`config.mk`:
```
export PLATFORM = sky130hd
export DESIGN_NAME = aquila_dev_axil_master
export DESIGN_NICKNAME = d
export VERILOG_FILES = /design/src/rtl/aquila_dev_axil_master.sv
export SDC_FILE = /design/constraint.sdc
export NUM_CORES = 1
export LEC_CHECK = 0
export ABC_AREA = 1
export CAP_MARGIN = 20
export CORE_UTILIZATION = 30
export DETAILED_ROUTE_END_ITERATION = 10
export PLACE_DENSITY = 0.65
export SLEW_MARGIN = 5
export SYNTH_ARGS = -nofsm -noshare
export SYNTH_HDL_FRONTEND = slang
export SYNTH_SLANG_ARGS = --single-unit
export TNS_END_PERCENT = 50
```
`constraint.sdc`:
```
create_clock -name clk_i -period 4.2 [get_ports clk_i]
set_input_delay 1.26 -clock clk_i [delete_from_list [all_inputs] [get_ports clk_i]]
set_output_delay 1.26 -clock clk_i [all_outputs]
set_load 0.01 [all_outputs]
```
`src/rtl/aquila_dev_axil_master.sv`:
```
// aquila_dev_axil_master
// Bridges the uncached device-window request port of the Aquila core into
// single-beat AXI4-Lite master transactions, one outstanding at a time.
// Every request is answered with exactly one dev_data_ready_o pulse.
//
// Optional feature: define AQUILA_DEV_TIMEOUT_EN to add a watchdog that
// abandons a transaction after TIMEOUT_CYCLES busy cycles, flags an error
// and still completes the request toward the core (reads return DEAD_BEEF).
// Without the macro the bridge waits indefinitely for the slave.
//
// state | meaning
// ------+------------------------------------------------------------
// IDLE  | waiting for dev_strobe_i; request fields latched on strobe
// RD_A  | arvalid high, waiting for arready
// RD_D  | rready high, waiting for rvalid
// WR    | awvalid/wvalid high until each channel has handshaken
// WR_B  | bready high, waiting for bvalid
// DONE  | transaction finished; ready pulse issued on the way to IDLE

module aquila_dev_axil_master #(
    parameter int XLEN           = 32,
    parameter int TIMEOUT_CYCLES = 1024
) (
    input  logic                clk_i,
    input  logic                rst_ni,

    input  logic                dev_strobe_i,
    input  logic [XLEN-1:0]     dev_addr_i,
    input  logic                dev_rw_i,
    input  logic [XLEN/8-1:0]   dev_byte_enable_i,
    input  logic [XLEN-1:0]     dev_data_i,
    output logic                dev_data_ready_o,
    output logic [XLEN-1:0]     dev_data_o,
    output logic                dev_err_o,
    input  logic                dev_err_clr_i,

    output logic [XLEN-1:0]     m_axi_awaddr,
    output logic [2:0]          m_axi_awprot,
    output logic                m_axi_awvalid,
    input  logic                m_axi_awready,
    output logic [XLEN-1:0]     m_axi_wdata,
    output logic [XLEN/8-1:0]   m_axi_wstrb,
    output logic                m_axi_wvalid,
    input  logic                m_axi_wready,
    input  logic [1:0]          m_axi_bresp,
    input  logic                m_axi_bvalid,
    output logic                m_axi_bready,
    output logic [XLEN-1:0]     m_axi_araddr,
    output logic [2:0]          m_axi_arprot,
    output logic                m_axi_arvalid,
    input  logic                m_axi_arready,
    input  logic [XLEN-1:0]     m_axi_rdata,
    input  logic [1:0]          m_axi_rresp,
    input  logic                m_axi_rvalid,
    output logic                m_axi_rready
);

    localparam logic [2:0] S_IDLE = 3'd0;
    localparam logic [2:0] S_RD_A = 3'd1;
    localparam logic [2:0] S_RD_D = 3'd2;
    localparam logic [2:0] S_WR   = 3'd3;
    localparam logic [2:0] S_WR_B = 3'd4;
    localparam logic [2:0] S_DONE = 3'd5;

    logic [2:0]        state_q;
    logic [XLEN-1:0]   addr_q;
    logic [XLEN-1:0]   wdata_q;
    logic [XLEN/8-1:0] be_q;
    logic [XLEN-1:0]   rdata_q;

    logic arvalid_q;
    logic rready_q;
    logic awvalid_q;
    logic wvalid_q;
    logic bready_q;
    logic ready_q;
    logic err_q;

    logic aw_done;
    logic w_done;
    logic err_event;
    logic timeout_hit;

    // A write channel counts as finished once its valid has dropped or is
    // handshaking this cycle; the two channels are tracked independently.
    assign aw_done = !awvalid_q || m_axi_awready;
    assign w_done  = !wvalid_q  || m_axi_wready;

`ifdef AQUILA_DEV_TIMEOUT_EN
    localparam logic [15:0] WDOG_LAST = 16'(TIMEOUT_CYCLES - 1);

    logic [15:0] wdog_q;
    logic        busy;

    assign busy = (state_q == S_RD_A) || (state_q == S_RD_D) ||
                  (state_q == S_WR)   || (state_q == S_WR_B);

    // Busy-cycle counter; cleared whenever no transaction is in flight.
    always_ff @(posedge clk_i or negedge rst_ni) begin
        if (!rst_ni) begin
            wdog_q <= '0;
        end else if (busy) begin
            wdog_q <= wdog_q + 16'd1;
        end else begin
            wdog_q <= '0;
        end
    end

    assign timeout_hit = busy && (wdog_q == WDOG_LAST);
`else
    logic [15:0] unused_timeout_cycles;
    assign unused_timeout_cycles = 16'(TIMEOUT_CYCLES);
    assign timeout_hit = 1'b0;
`endif

    // Only the upper response bit distinguishes SLVERR/DECERR from OKAY/EXOKAY.
    logic unused_resp_lsb;
    assign unused_resp_lsb = ^{m_axi_rresp[0], m_axi_bresp[0]};

    assign err_event = ((state_q == S_RD_D) && m_axi_rvalid && m_axi_rresp[1]) ||
                       ((state_q == S_WR_B) && m_axi_bvalid && m_axi_bresp[1]) ||
                       timeout_hit;

    // Request sequencing: latch on strobe, walk the AXI channels, pulse ready.
    always_ff @(posedge clk_i or negedge rst_ni) begin
        if (!rst_ni) begin
            state_q   <= S_IDLE;
            addr_q    <= '0;
            wdata_q   <= '0;
            be_q      <= '0;
            rdata_q   <= '0;
            arvalid_q <= 1'b0;
            rready_q  <= 1'b0;
            awvalid_q <= 1'b0;
            wvalid_q  <= 1'b0;
            bready_q  <= 1'b0;
            ready_q   <= 1'b0;
        end else begin
            ready_q <= 1'b0;

            case (state_q)
                S_IDLE: begin
                    if (dev_strobe_i) begin
                        addr_q  <= dev_addr_i;
                        wdata_q <= dev_data_i;
                        be_q    <= dev_byte_enable_i;
                        if (dev_rw_i) begin
                            awvalid_q <= 1'b1;
                            wvalid_q  <= 1'b1;
                            state_q   <= S_WR;
                        end else begin
                            arvalid_q <= 1'b1;
                            state_q   <= S_RD_A;
                        end
                    end
                end

                S_RD_A: begin
                    if (m_axi_arready) begin
                        arvalid_q <= 1'b0;
                        rready_q  <= 1'b1;
                        state_q   <= S_RD_D;
                    end
                end

                S_RD_D: begin
                    if (m_axi_rvalid) begin
                        rdata_q  <= m_axi_rdata;
                        rready_q <= 1'b0;
                        state_q  <= S_DONE;
                    end
                end

                S_WR: begin
                    if (m_axi_awready) begin
                        awvalid_q <= 1'b0;
                    end
                    if (m_axi_wready) begin
                        wvalid_q <= 1'b0;
                    end
                    if (aw_done && w_done) begin
                        bready_q <= 1'b1;
                        state_q  <= S_WR_B;
                    end
                end

                S_WR_B: begin
                    if (m_axi_bvalid) begin
                        bready_q <= 1'b0;
                        state_q  <= S_DONE;
                    end
                end

                S_DONE: begin
                    ready_q <= 1'b1;
                    state_q <= S_IDLE;
                end

                default: begin
                    state_q <= S_IDLE;
                end
            endcase

            // Watchdog expiry overrides whatever the channel logic decided.
            if (timeout_hit) begin
                arvalid_q <= 1'b0;
                rready_q  <= 1'b0;
                awvalid_q <= 1'b0;
                wvalid_q  <= 1'b0;
                bready_q  <= 1'b0;
                state_q   <= S_DONE;
                if ((state_q == S_RD_A) || (state_q == S_RD_D)) begin
                    rdata_q <= XLEN'(32'hDEAD_BEEF);
                end
            end
        end
    end

    // Sticky error flag; an explicit clear wins over a same-cycle error.
    always_ff @(posedge clk_i or negedge rst_ni) begin
        if (!rst_ni) begin
            err_q <= 1'b0;
        end else if (dev_err_clr_i) begin
            err_q <= 1'b0;
        end else if (err_event) begin
            err_q <= 1'b1;
        end
    end

    assign dev_data_ready_o = ready_q;
    assign dev_data_o       = rdata_q;
    assign dev_err_o        = err_q;

    assign m_axi_awaddr  = addr_q;
    assign m_axi_awprot  = 3'b000;
    assign m_axi_awvalid = awvalid_q;
    assign m_axi_wdata   = wdata_q;
    assign m_axi_wstrb   = be_q;
    assign m_axi_wvalid  = wvalid_q;
    assign m_axi_bready  = bready_q;
    assign m_axi_araddr  = addr_q;
    assign m_axi_arprot  = 3'b000;
    assign m_axi_arvalid = arvalid_q;
    assign m_axi_rready  = rready_q;

endmodule

```
# --- After elaboration in Yosys (flattened, before gate mapping) ---
# Cells that the tools add are included.
classes:
  eq_ne: 14
  div: 0
  bitwise: 0
  n_shift: 0
  mux: 26
  reduce_logical: 24
  add_sub_neg: 0
  n_mul: 0
  order_cmp: 0
ops:
  columns: ["operator", "count"]
  rows:
  - ["2-bit != test, second input constant", 9]
  - ["3-bit two-way mux", 5]
  - ["3-bit one-hot mux with 5 select lines", 1]
  - ["1-bit two-way mux", 14]
  - ["4-bit AND reduction", 3]
  - ["1-bit one-hot mux with 2 select lines", 5]
  - ["2-bit nonzero test", 5]
  - ["3-bit by 2-bit == test with 1-bit output, second input constant", 2]
  - ["3-bit == test, second input constant", 2]
  - ["3-bit AND reduction", 2]
  - ["1-bit logical AND", 5]
  - ["5-bit AND reduction", 1]
  - ["2-bit AND reduction", 2]
  - ["3-bit by 1-bit == test with 1-bit output, second input constant", 1]
  - ["3-bit logical NOT", 1]
  - ["1-bit logical OR", 3]
  - ["1-bit logical NOT", 2]
  - ["2-bit two-way mux", 1]
word_totals:
  memories: 0
  mem_bits_rw: 0
  latchBits: 0
  mem_bits_ro: 0
  ff_bits: 110
  in_bits: 114

# --- Logic depth before layout (Yosys ltp) ---
# Gate-level depths: netlist (run 1).
depth:
  word_depth: 6
  mapped_depth: 9

# --- Worst setup path after synthesis (run 1) ---
# No wires, ideal clock.
synth_path:
  path_kind: "input-to-reg"
  from: "input port dev_strobe_i"
  to: "register addr_q[21], in the netlist m_axi_araddr[21]"
  required_ns: 4.134
  path_slack_ns: 2.000
  arrival_time_ns: 2.134
  setup_ns: 0.066
  path_stages: 5
  path_cell_list: "buf_2 -> clkbuf_1 -> buf_1 -> nand3_1 -> nand2_1"
synth_via:
  elab_chain_len: 1
synth_lines:
  columns: ["element", "line_no", "source"]
  rows:
  - ["from (decl)", "27", "input logic dev_strobe_i,"]
  - ["2-bit AND reduction (no source line)", null, null]
  - ["to (signal assigned)", "144", "addr_q <= dev_addr_i;"]
  - ["to (decl)", "66", "logic [XLEN-1:0] addr_q;"]
# Every way passes these cells.
# A chain may end at the register's enable or synchronous reset.

# --- Worst setup path after layout (run 1) ---
layout_path:
  from: "register wvalid_q, in the netlist m_axi_wvalid"
  to: "output port m_axi_wvalid"
layout_rtl:
  columns: ["element", "line_no", "source"]
  rows:
  - ["from (decl)", "74", "logic wvalid_q;"]
  - ["from (signal assigned)", "135", "wvalid_q <= 1'b0;"]
  - ["from (signal assigned)", "149", "wvalid_q <= 1'b1;"]
  - ["from (signal assigned)", "179", "wvalid_q <= 1'b0;"]
  - ["to (decl)", "43", "output logic m_axi_wvalid,"]
# No word-level cell between the ends.

==> results.txt, run 1 <==
----------------------------------------------------
[Critical path]
  Arrival time worst endpoint ... 1.30 ns
  Crit path max-delay family ... buffers and inverters
  Biggest cell delay along the critical path ... 0.59 ns
  FF-to-FF setup slack ... 2.21 ns
  Worst reg2reg path depth ... 8
  Ordered cell list for the critical path ... clkdlybuf4s50_1
  Classification of the worst setup path ... flop to primary output
  Kind of end point of the critical path ... primary output
  Buffers and inverters on the worst path ... 1
  Origin of the worst setup path ... m_axi_wvalid
  CP Max Fanout ... 3
  Endpoint of the worst register-to-register path ... m_axi_rready
  Category of the worst setup path launch point ... flop
  Launch instance of the worst register-to-register path ... state_q[2]
  CP max-delay cell ... clkdlybuf4s50_1
  Crit. path cell count ... 1
  CP required ... 2.94 ns
  CP Capture Point ... m_axi_wvalid

[Cells and area]
  Total area of sequential cells ... 0.00275 mm²
  Multi-input logic area ... 0.00152 mm²
  Area growth from synthesis to final layout ... 57.2%
  Commonest non-fill, non-tap cell in the layout ... clkdlybuf4s50_1
  Net count, final ... 863
  Ratio of cells with drive above 1 in the final layout ... 3.58%
  Diode count ... 0
  Count of fill cells added during filler insertion ... 1456
  Most frequent cells in the layout ... clkdlybuf4s50_1 (248), nand2_1 (221), dfrtp_1 (110), nand3_1 (108), inv_1 (13)
  Final Non-Filler Cells ... 965

[Detailed routing]
  Number of remaining DRC errors ... 0
  Vias ... 4312
  Routed wire per std cell ... 14.0 µm
  Final routed wirelength across all metal layers ... 13500 µm
  Drt first-iter violations ... 186
  Avg Vias per Cell ... 4.47
  Number of iterations in the first detailed-routing pass ... 4
  Antenna Nets Post-Route ... 0

[Clock network]
  CTS tree ... yes
  Clock latency at the later pin of the worst-skew pair ... 0.34 ns
  Clock edge transition at the registers on the reported setup and hold paths ... 0.07 ns
  Post-CTS setup-driven buffer insertion count ... 0
  PostCTS Resize Cnt ... 0
  Number of H-tree levels ... 3
  Post-CTS Hold Fix Bufs ... 0
  Deepest clock path buffer count ... 2
  Clk root buf ... clkbuf_16
  Total clock sinks ... 110
  Num CTS Buffers ... 9

[Placement]
  Detailed placer's ending HPWL ... 9420 µm
  Pre-CTS worst setup slack ... 1.20 ns
  Instance count after placement with tap cells included ... 948
  Routability-driven placement congestion ratio ... 0.817
  Count of buffers inserted at the top-level ports ... 250

[Logic synthesis]
  Number of warning messages in the yosys log ... 0
  Share of the synthesized area in the top cell type ... 58.2%
  Synthesized-area fraction occupied by xor and xnor cells ... 0%
  Share of cell area taken by muxes after synthesis ... 0%
  Register bit total from synthesis ... 110
  Post-synthesis simple-gate area fraction ... 30.5%
  Largest family of logic cells by synthesized area ... simple AND/OR/NAND/NOR gates
  Cell type with the largest total area after synthesis ... dfrtp_1
  Fraction of the mapped netlist area in adder cells ... 0%
  Synth Cell Area ... 0.00473 mm²
  Number of different library cells in the post-synthesis netlist ... 22
  Synthesized area per cell ... 8.64 µm²
  Post-synthesis cell count ... 548
  Register area share after synthesis ... 58.2%
  Leading cell types by total area after synthesis ... dfrtp_1 (58%), nand2_1 (18%), nand3_1 (11%)
  Area fraction in compound gates after synthesis ... 1.14%

[Global routing]
  Global-route usage over all layers ... 16.6%
  Total gr overflow ... 0
  Number of global-route vias before repair ... 4067
  Antenna violations before repair ... 0
  Global-route wire length before repair ... 21100 µm
  Pin count of the biggest net entering global routing ... 72

[Die]
  Die width ... 128 µm
  IO Count ... 259
  Number of standard-cell rows in the floorplan ... 45
  Core region area ... 0.0153 mm²
  Total die area ... 0.0163 mm²
  Die height ... 128 µm
  Initial Util ... 30.9%

[Timing]
  Setup TNS ... 0 ns
  Clock period minus worst slack ... 2.56 ns
  Worst clock skew ... 0.00560 ns
  Final WS setup ... 1.64 ns
  Transition at the pin with the smallest max-transition slack ... 0.920 ns
  Worst slew slack as a fraction of its limit ... 38.5%
  Count of endpoints failing setup in the final report ... 0
  Share of the cycle needed by the critical path after routing ... 61.0%
  Final-report hold violation count ... 0
  Maximum frequency from static timing analysis ... 390 MHz
  RSZ-0062 raised after global routing ... no
  Count of final max-slew check failures ... 0

[Pwr]
  Static leakage power ... 3.54 nW
  Power density cells ... 707 mW/mm²
  Peak supply drop ... 0.268 mV

[Flow run]
  Count of maximum capacitance violations ... 0

[Hold path]
  Path type of the worst min-delay path ... flop to flop

[Status]
  Outcome ... finished clean

----------------------------------------------------
==> report_power, final <==
group | switching [W] | leakage (nW) | internal [W] | total (W)
clock network | 0.000379 | 0.122 | 0.000403 | 0.000782
registers | 0.000324 | 1.38 | 0.00154 | 0.00187
logic | 0.00122 | 2.04 | 0.00139 | 0.00261
total | 0.00192 | 3.54 | 0.00334 | 0.00526
==> area by class of cell <==
cell class,instances,share of cell area [%]
inverters,14,0.706
repair buffers,257,34.7
multi-input cells,357,20.5
flip-flops and latches,110,37.0
clock buffers,11,3.13
clock inverters,5,0.488
well taps,211,3.55
==> how the worst min path moves through the flow <==
stage                               from        endpoint  slack (ns)  depth (start not counted)
final                     m_axi_wdata[6]  m_axi_wdata[6]        0.47                          2
after global routing       dev_data_o[1]   dev_data_o[1]        0.49                          2
after CTS                 dev_data_o[19]  dev_data_o[19]        0.48                          2
after detailed placement  dev_data_o[19]  dev_data_o[19]        0.46                          2
after global placement     dev_data_o[7]   dev_data_o[7]        0.45                          2
after floorplan            dev_data_o[0]   dev_data_o[0]        0.51                          2
==> flip-flops by register name (all words and copies together) (netlist names) <==
| name | cells |
|---|---|
| m_axi_araddr | 32 |
| m_axi_wvalid | 1 |
| dev_data_o | 32 |
| m_axi_awvalid | 1 |
| state_q | 3 |
| m_axi_arvalid | 1 |
| dev_err_o | 1 |
| m_axi_wstrb | 4 |
| m_axi_rready | 1 |
| m_axi_wdata | 32 |
| m_axi_bready | 1 |
| dev_data_ready_o | 1 |
==> cells in the mapped netlist <==
| library cell | instances |
|---|---|
| buf_1 | 1 |
| buf_2 | 9 |
| clkbuf_1 | 23 |
| a21oi_1 | 2 |
| conb_1 | 1 |
| a31oi_1 | 1 |
| clkbuf_2 | 1 |
| a22oi_1 | 2 |
| dfrtp_1 | 110 |
| nand3b_1 | 2 |
| o21ai_0 | 3 |
| nand3_1 | 108 |
| buf_4 | 38 |
| nor3_1 | 1 |
| o21a_1 | 1 |
| nor2_2 | 1 |
| inv_1 | 13 |
| inv_2 | 1 |
| nor2_1 | 6 |
| nand2_1 | 222 |
| nor3_4 | 1 |
| nand4_1 | 1 |
==> cell families after synthesis <==
| logic type | count (synthesis) |
|---|---|
| other cells | 1 |
| flops | 110 |
| compound gates | 9 |
| buf+inv | 86 |
| simple gates | 342 |
==> per-stage QoR <==
| step | power [W] | utilization, % | instance area, µm² | hold slack (ns) |
|---|---|---|---|---|
| global route | 0.00565 | 48.6 | 7440 | 0.492 |
| floorplan | 0.00312 | - | 4750 | 0.509 |
| global placement | 0.00446 | 46.7 | 7150 | 0.454 |
| finish | 0.00526 | 48.6 | 7440 | 0.470 |
| detailed placement | 0.00452 | 46.7 | 7150 | 0.458 |
| CTS | 0.00533 | 48.4 | 7410 | 0.475 |
==> layer usage <==
| layer | up-vias | routed length [µm] | track usage [%] |
|---|---|---|---|
| li1 | 2095 | - | - |
| met3 | 15 | 875 | 3.64 |
| met1 | 2037 | 5680 | 20.4 |
| met5 | - | 0 | 0 |
| met2 | 165 | 6700 | 28.2 |
| met4 | 0 | 243 | 6.85 |
(Power assumes the default switching activity.)
==> run 2: changes to the inputs <==
- clock period: 4.2 -> 2.6 ns (I/O delays scaled with it)
==> results.txt, run 2 (synthesized netlist as in run 1, its figures left out) <==
----------------------------------------------------
[Detailed routing]
  Drt first-iter violations ... 184 (-1.1%)
  Number of iterations in the first detailed-routing pass ... 4 (unchanged)
  Avg Vias per Cell ... 4.49 (+0.51%)
  Final routed wirelength across all metal layers ... 13600 µm (+1.1%)
  Antenna Nets Post-Route ... 0 (unchanged)
  Vias ... 4361 (+1.1%)
  Routed wire per std cell ... 14.1 µm (+0.48%)
  Number of remaining DRC errors ... 0 (unchanged)

[Die]
  Initial Util ... 30.9% (unchanged)
  Die width ... 128 µm (unchanged)
  Number of standard-cell rows in the floorplan ... 45 (unchanged)
  Core region area ... 0.0153 mm² (unchanged)
  Die height ... 128 µm (unchanged)
  IO Count ... 259 (unchanged)
  Total die area ... 0.0163 mm² (unchanged)

[Timing]
  Share of the cycle needed by the critical path after routing ... 80.6%
  Count of endpoints failing setup in the final report ... 0 (unchanged)
  RSZ-0062 raised after global routing ... no
  Worst clock skew ... 0.00910 ns (+0.00350 ns)
  Worst slew slack as a fraction of its limit ... 62.3% (+24 points)
  Count of final max-slew check failures ... 0 (unchanged)
  Clock period minus worst slack ... 2.10 ns
  Transition at the pin with the smallest max-transition slack ... 0.565 ns (-0.355 ns)
  Maximum frequency from static timing analysis ... 477 MHz
  Setup TNS ... 0 ns (unchanged)
  Minimum hold slack ... 0.393 ns (-0.0772 ns)
  Final-report hold violation count ... 0 (unchanged)
  Final WS setup ... 0.505 ns (-1.13 ns)

[Global routing]
  Global-route wire length before repair ... 21800 µm (+3.4%)
  Number of global-route vias before repair ... 4251 (+4.5%)
  Total gr overflow ... 0 (unchanged)
  Antenna violations before repair ... 0 (unchanged)
  Pin count of the biggest net entering global routing ... 69 (-4.2%)
  Global-route usage over all layers ... 17.0% (+0.46 points)

[Critical path]
  Buffers and inverters on the worst path ... 1 (unchanged)
  Classification of the worst setup path ... flop to primary output
  Biggest cell delay along the critical path ... 0.59 ns (about the same)
  Crit path max-delay family ... buffers and inverters
  Category of the worst setup path launch point ... flop
  Arrival time worst endpoint ... 1.32 ns (+0.02 ns)
  Ordered cell list for the critical path ... clkdlybuf4s50_1
  CP max-delay cell ... clkdlybuf4s50_1
  CP required ... 1.82 ns (-1.12 ns)
  CP Max Fanout ... 3 (unchanged)
  Kind of end point of the critical path ... primary output

[Cells and area]
  Final Non-Filler Cells ... 971 (+0.62%)
  Total area of sequential cells ... 0.00275 mm² (unchanged)
  Area growth from synthesis to final layout ... 58.8%
  Net count, final ... 869 (+0.70%)
  Share of the core filled with cells in the final layout ... 49.1% (+0.49 points)
  Diode count ... 0 (unchanged)
  Count of fill cells added during filler insertion ... 1455 (-0.069%)
  Ratio of cells with drive above 1 in the final layout ... 4.61% (+1.0 points)
  Multi-input logic area ... 0.00152 mm² (unchanged)
  Commonest non-fill, non-tap cell in the layout ... clkdlybuf4s50_1
  Most frequent cells in the layout ... clkdlybuf4s50_1 (248), nand2_1 (221), dfrtp_1 (110), nand3_1 (108), inv_1 (13)

[Clock network]
  PostCTS Resize Cnt ... 0 (unchanged)
  Deepest clock path buffer count ... 2 (unchanged)
  Clock latency at the later pin of the worst-skew pair ... 0.35 ns (about the same)
  Clk root buf ... clkbuf_16
  Number of H-tree levels ... 3 (unchanged)
  Num CTS Buffers ... 9 (unchanged)
  Post-CTS Hold Fix Bufs ... 0 (unchanged)
  Clock edge transition at the registers on the reported setup and hold paths ... 0.08 ns (about the same)
  Post-CTS setup-driven buffer insertion count ... 0 (unchanged)
  CTS tree ... yes
  Total clock sinks ... 110 (unchanged)

[Placement]
  Instance count after placement with tap cells included ... 955 (+0.74%)
  Routability-driven placement congestion ratio ... 0.818 (+0.12%)
  Count of buffers inserted at the top-level ports ... 250 (unchanged)
  Detailed placer's ending HPWL ... 9710 µm (+3.1%)
  Pre-CTS worst setup slack ... 0.403 ns (-0.800 ns)

[Pwr]
  Power density cells ... 1150 mW/mm² (+63%)
  Static leakage power ... 3.59 nW (+1.4%)
  Peak supply drop ... 0.445 mV (+66%)

[Status]
  Outcome ... finished clean

[Flow run]
  Count of maximum capacitance violations ... 0 (unchanged)

[Hold path]
  Path type of the worst min-delay path ... primary input to async pin

----------------------------------------------------
==> run 2: cell type report <==
class                           instances  share of cell area [%]
Clock buffer                           10                    3.18
Inverter                               14                   0.699
Tap cell                              211                    3.51
Timing Repair Buffer                  263                    34.8
Multi-Input combinational cell        357                    20.3
Sequential cell                       110                    36.6
Clock inverter                          6                   0.899
==> run 2: final timing paths <==
kind | start | end | slack (ns) | depth (start not counted)
setup / recovery | m_axi_wvalid | m_axi_wvalid | 0.50 | 1
hold / removal | rst_ni | dev_data_o[31] | 0.39 | 1
min in group clk_i | m_axi_wdata[2] | m_axi_wdata[2] | 0.47 | 2
hold reg to reg | m_axi_wdata[2] | m_axi_wdata[2] | 0.47 | 2
setup reg to reg | state_q[2] | m_axi_araddr[20] | 0.88 | 6
max in group asynchronous | rst_ni | m_axi_wdata[14] | 1.59 | 2
==> run 2: layer usage <==
metal  routed length, µm  track usage, %  up-vias
li1                    -               -     2112
met1                5710            20.7     2077
met2                6930            30.2      159
met3                 800            3.10       13
met4                 205            6.16        0
met5                   0               0        -
==> run 2: where the power goes <==
group          internal (W)  switching (W)  total [W]
logic               0.00226        0.00197    0.00423
clock network      0.000779       0.000640    0.00142
registers           0.00249       0.000526    0.00302
==> run 2: stage by stage <==
step | power [W] | area [µm²]
final | 0.00867 | 7520
after global placement | 0.00723 | 7210
after floorplan | 0.00504 | 4750
after CTS | 0.00879 | 7520
after detailed placement | 0.00733 | 7210
after global routing | 0.00930 | 7520
==> run 3: changes to the inputs <==
- clock period: 2.6 -> 2 ns (I/O delays scaled with it)
==> results.txt, run 3 (synthesized netlist as in run 1, its figures left out) <==
----------------------------------------------------
[Status]
  Outcome ... finished clean

[Clock network]
  Deepest clock path buffer count ... 2 (unchanged)
  CTS tree ... yes
  Number of H-tree levels ... 3 (unchanged)
  Clock latency at the later pin of the worst-skew pair ... 0.35 ns (about the same)
  Clock edge transition at the registers on the reported setup and hold paths ... 0.08 ns (about the same)
  Post-CTS Hold Fix Bufs ... 0 (unchanged)
  Num CTS Buffers ... 9 (unchanged)
  PostCTS Resize Cnt ... 0 (unchanged)
  Post-CTS setup-driven buffer insertion count ... 0 (unchanged)
  Total clock sinks ... 110 (unchanged)
  Clk root buf ... clkbuf_16

[Cells and area]
  Area growth from synthesis to final layout ... 58.8% (about the same)
  Share of the core filled with cells in the final layout ... 49.1% (about the same)
  Final std cell area, no fill ... 0.00752 mm² (about the same)
  Net count, final ... 867 (-0.23%)
  Most frequent cells in the layout ... clkdlybuf4s50_1 (248), nand2_1 (221), dfrtp_1 (110), nand3_1 (108), inv_1 (13)
  Diode count ... 0 (unchanged)
  Commonest non-fill, non-tap cell in the layout ... clkdlybuf4s50_1
  Final Non-Filler Cells ... 969 (-0.21%)
  Ratio of cells with drive above 1 in the final layout ... 4.35% (-0.25 points)

[Timing]
  Maximum frequency from static timing analysis ... 517 MHz
  Share of the cycle needed by the critical path after routing ... 96.7%
  Count of final max-slew check failures ... 0 (unchanged)
  Worst slew slack as a fraction of its limit ... 52.9% (-9.4 points)
  Final-report hold violation count ... 0 (unchanged)
  RSZ-0062 raised after global routing ... no
  Clock period minus worst slack ... 1.93 ns
  Setup TNS ... 0 ns (unchanged)
  Transition at the pin with the smallest max-transition slack ... 0.707 ns (+0.142 ns)
  Worst clock skew ... 0.0101 ns (+0.00100 ns)
  Count of endpoints failing setup in the final report ... 0 (unchanged)

[Global routing]
  Most congested layer reported by global routing ... met2
  Met2 GRT Util ... 30.3% (+0.032 points)
  Global-route track usage on met3 ... 2.97% (-0.13 points)
  Global-route wire length before repair ... 22000 µm (+1.0%)
  Number of global-route vias before repair ... 4399 (+3.5%)
  GRT met1 Usage ... 20.7% (+0.075 points)
  Global-route usage over all layers ... 17.3% (+0.26 points)
  Total gr overflow ... 0 (unchanged)
  Antenna violations before repair ... 0 (unchanged)
  Pin count of the biggest net entering global routing ... 70 (+1.4%)

[Critical path]
  Crit. path cell count ... 1 (unchanged)
  Crit path max-delay family ... buffers and inverters
  Buffers and inverters on the worst path ... 1 (unchanged)
  CP max-delay cell ... clkdlybuf4s50_1
  Classification of the worst setup path ... flop to primary output
  Arrival time worst endpoint ... 1.33 ns (about the same)
  CP required ... 1.40 ns (-0.42 ns)
  Kind of end point of the critical path ... primary output
  Worst reg2reg path depth ... 5 (-1)
  Ordered cell list for the critical path ... clkdlybuf4s50_1
  CP Max Fanout ... 3 (unchanged)
  Category of the worst setup path launch point ... flop
  Biggest cell delay along the critical path ... 0.61 ns (+0.02 ns)

[Placement]
  Count of buffers inserted at the top-level ports ... 250 (unchanged)
  Area post-placement ... 0.00723 mm² (+0.31%)
  Instance count after placement with tap cells included ... 953 (-0.21%)
  Detailed placer's ending HPWL ... 9890 µm (+1.8%)
  Routability-driven placement congestion ratio ... 0.786 (-4.0%)

[Pwr]
  Peak supply drop ... 0.562 mV (+26%)
  Power consumption ... 0.0112 W (+29%)
  Switching power total ... 0.00410 W (+31%)
  Fraction of power consumed by the clock network ... 15.3% (-1.1 points)
  Sequential cell fraction of total power ... 34.9% (about the same)
  Switching Fraction ... 36.6% (+0.45 points)
  Combinational Power Share ... 49.8% (+1.0 points)
  Cell-internal power ... 0.00710 W (+28%)
  Static leakage power ... 3.59 nW (-0.10%)
  Power density cells ... 1490 mW/mm² (+29%)

[Flow run]
  Count of maximum capacitance violations ... 0 (unchanged)

[Detailed routing]
  Final routed wirelength across all metal layers ... 13800 µm (+1.4%)
  Avg Vias per Cell ... 4.54 (+1.0%)
  Number of iterations in the first detailed-routing pass ... 6 (+2)
  Antenna Nets Post-Route ... 0 (unchanged)
  Number of remaining DRC errors ... 0 (unchanged)
  Routed wire per std cell ... 14.3 µm (+1.6%)
  Vias ... 4397 (+0.83%)
  Drt first-iter violations ... 147 (-20%)

[Die]
  Initial Util ... 30.9% (unchanged)
  Die height ... 128 µm (unchanged)
  IO Count ... 259 (unchanged)
  Number of standard-cell rows in the floorplan ... 45 (unchanged)
  Total die area ... 0.0163 mm² (unchanged)
  Core region area ... 0.0153 mm² (unchanged)
  Die width ... 128 µm (unchanged)

[Hold path]
  Path type of the worst min-delay path ... primary input to async pin

----------------------------------------------------
[run 3: power groups by stage]
stage | clock network, W | logic, W | registers [W]
after floorplan | 0 | 0.00225 | 0.00431
after global placement | 0 | 0.00554 | 0.00391
after detailed placement | 0 | 0.00566 | 0.00394
after CTS | 0.00179 | 0.00566 | 0.00392
after global routing | 0.00186 | 0.00610 | 0.00406
final | 0.00171 | 0.00558 | 0.00391
[run 3: cell type report]
class | count | area [µm²]
Clock buffer | 10 | 239
Clock inverter | 6 | 43.8
Fill cell | 1448 | 7800
Inverter | 14 | 52.6
Multi-Input combinational cell | 357 | 1520
Sequential cell | 110 | 2750
Tap cell | 211 | 264
Timing Repair Buffer | 261 | 2640
[run 3: path summary, 6_finish.rpt]
path	startpoint	endpoint	slack (ns)
worst max register to register	state_q[2]	m_axi_araddr[12]	0.44
worst min register to register	dev_data_o[19]	dev_data_o[19]	0.47
max in group asynchronous	rst_ni	m_axi_araddr[8]	1.35
worst max-delay path	m_axi_wvalid	m_axi_wvalid	0.07
min in group clk_i	dev_data_o[19]	dev_data_o[19]	0.47
worst min-delay path	rst_ni	m_axi_araddr[4]	0.11
[run 3: metrics by stage]
stage	setup WS, ns	hold slack [ns]
finish	0.0653	0.107
global route	0.00318	0.105
CTS	0.0300	0.0944
detailed placement	0.115	0.458
global placement	0.160	0.455
floorplan	0.460	0.304
[run 3: per-layer routing]
layer | part of all wire (%) | vias to the layer above
met5 | 0 | -
met2 | 50 | 190
met1 | 41 | 2076
met4 | 2.7 | 0
li1 | - | 2105
met3 | 6.1 | 26
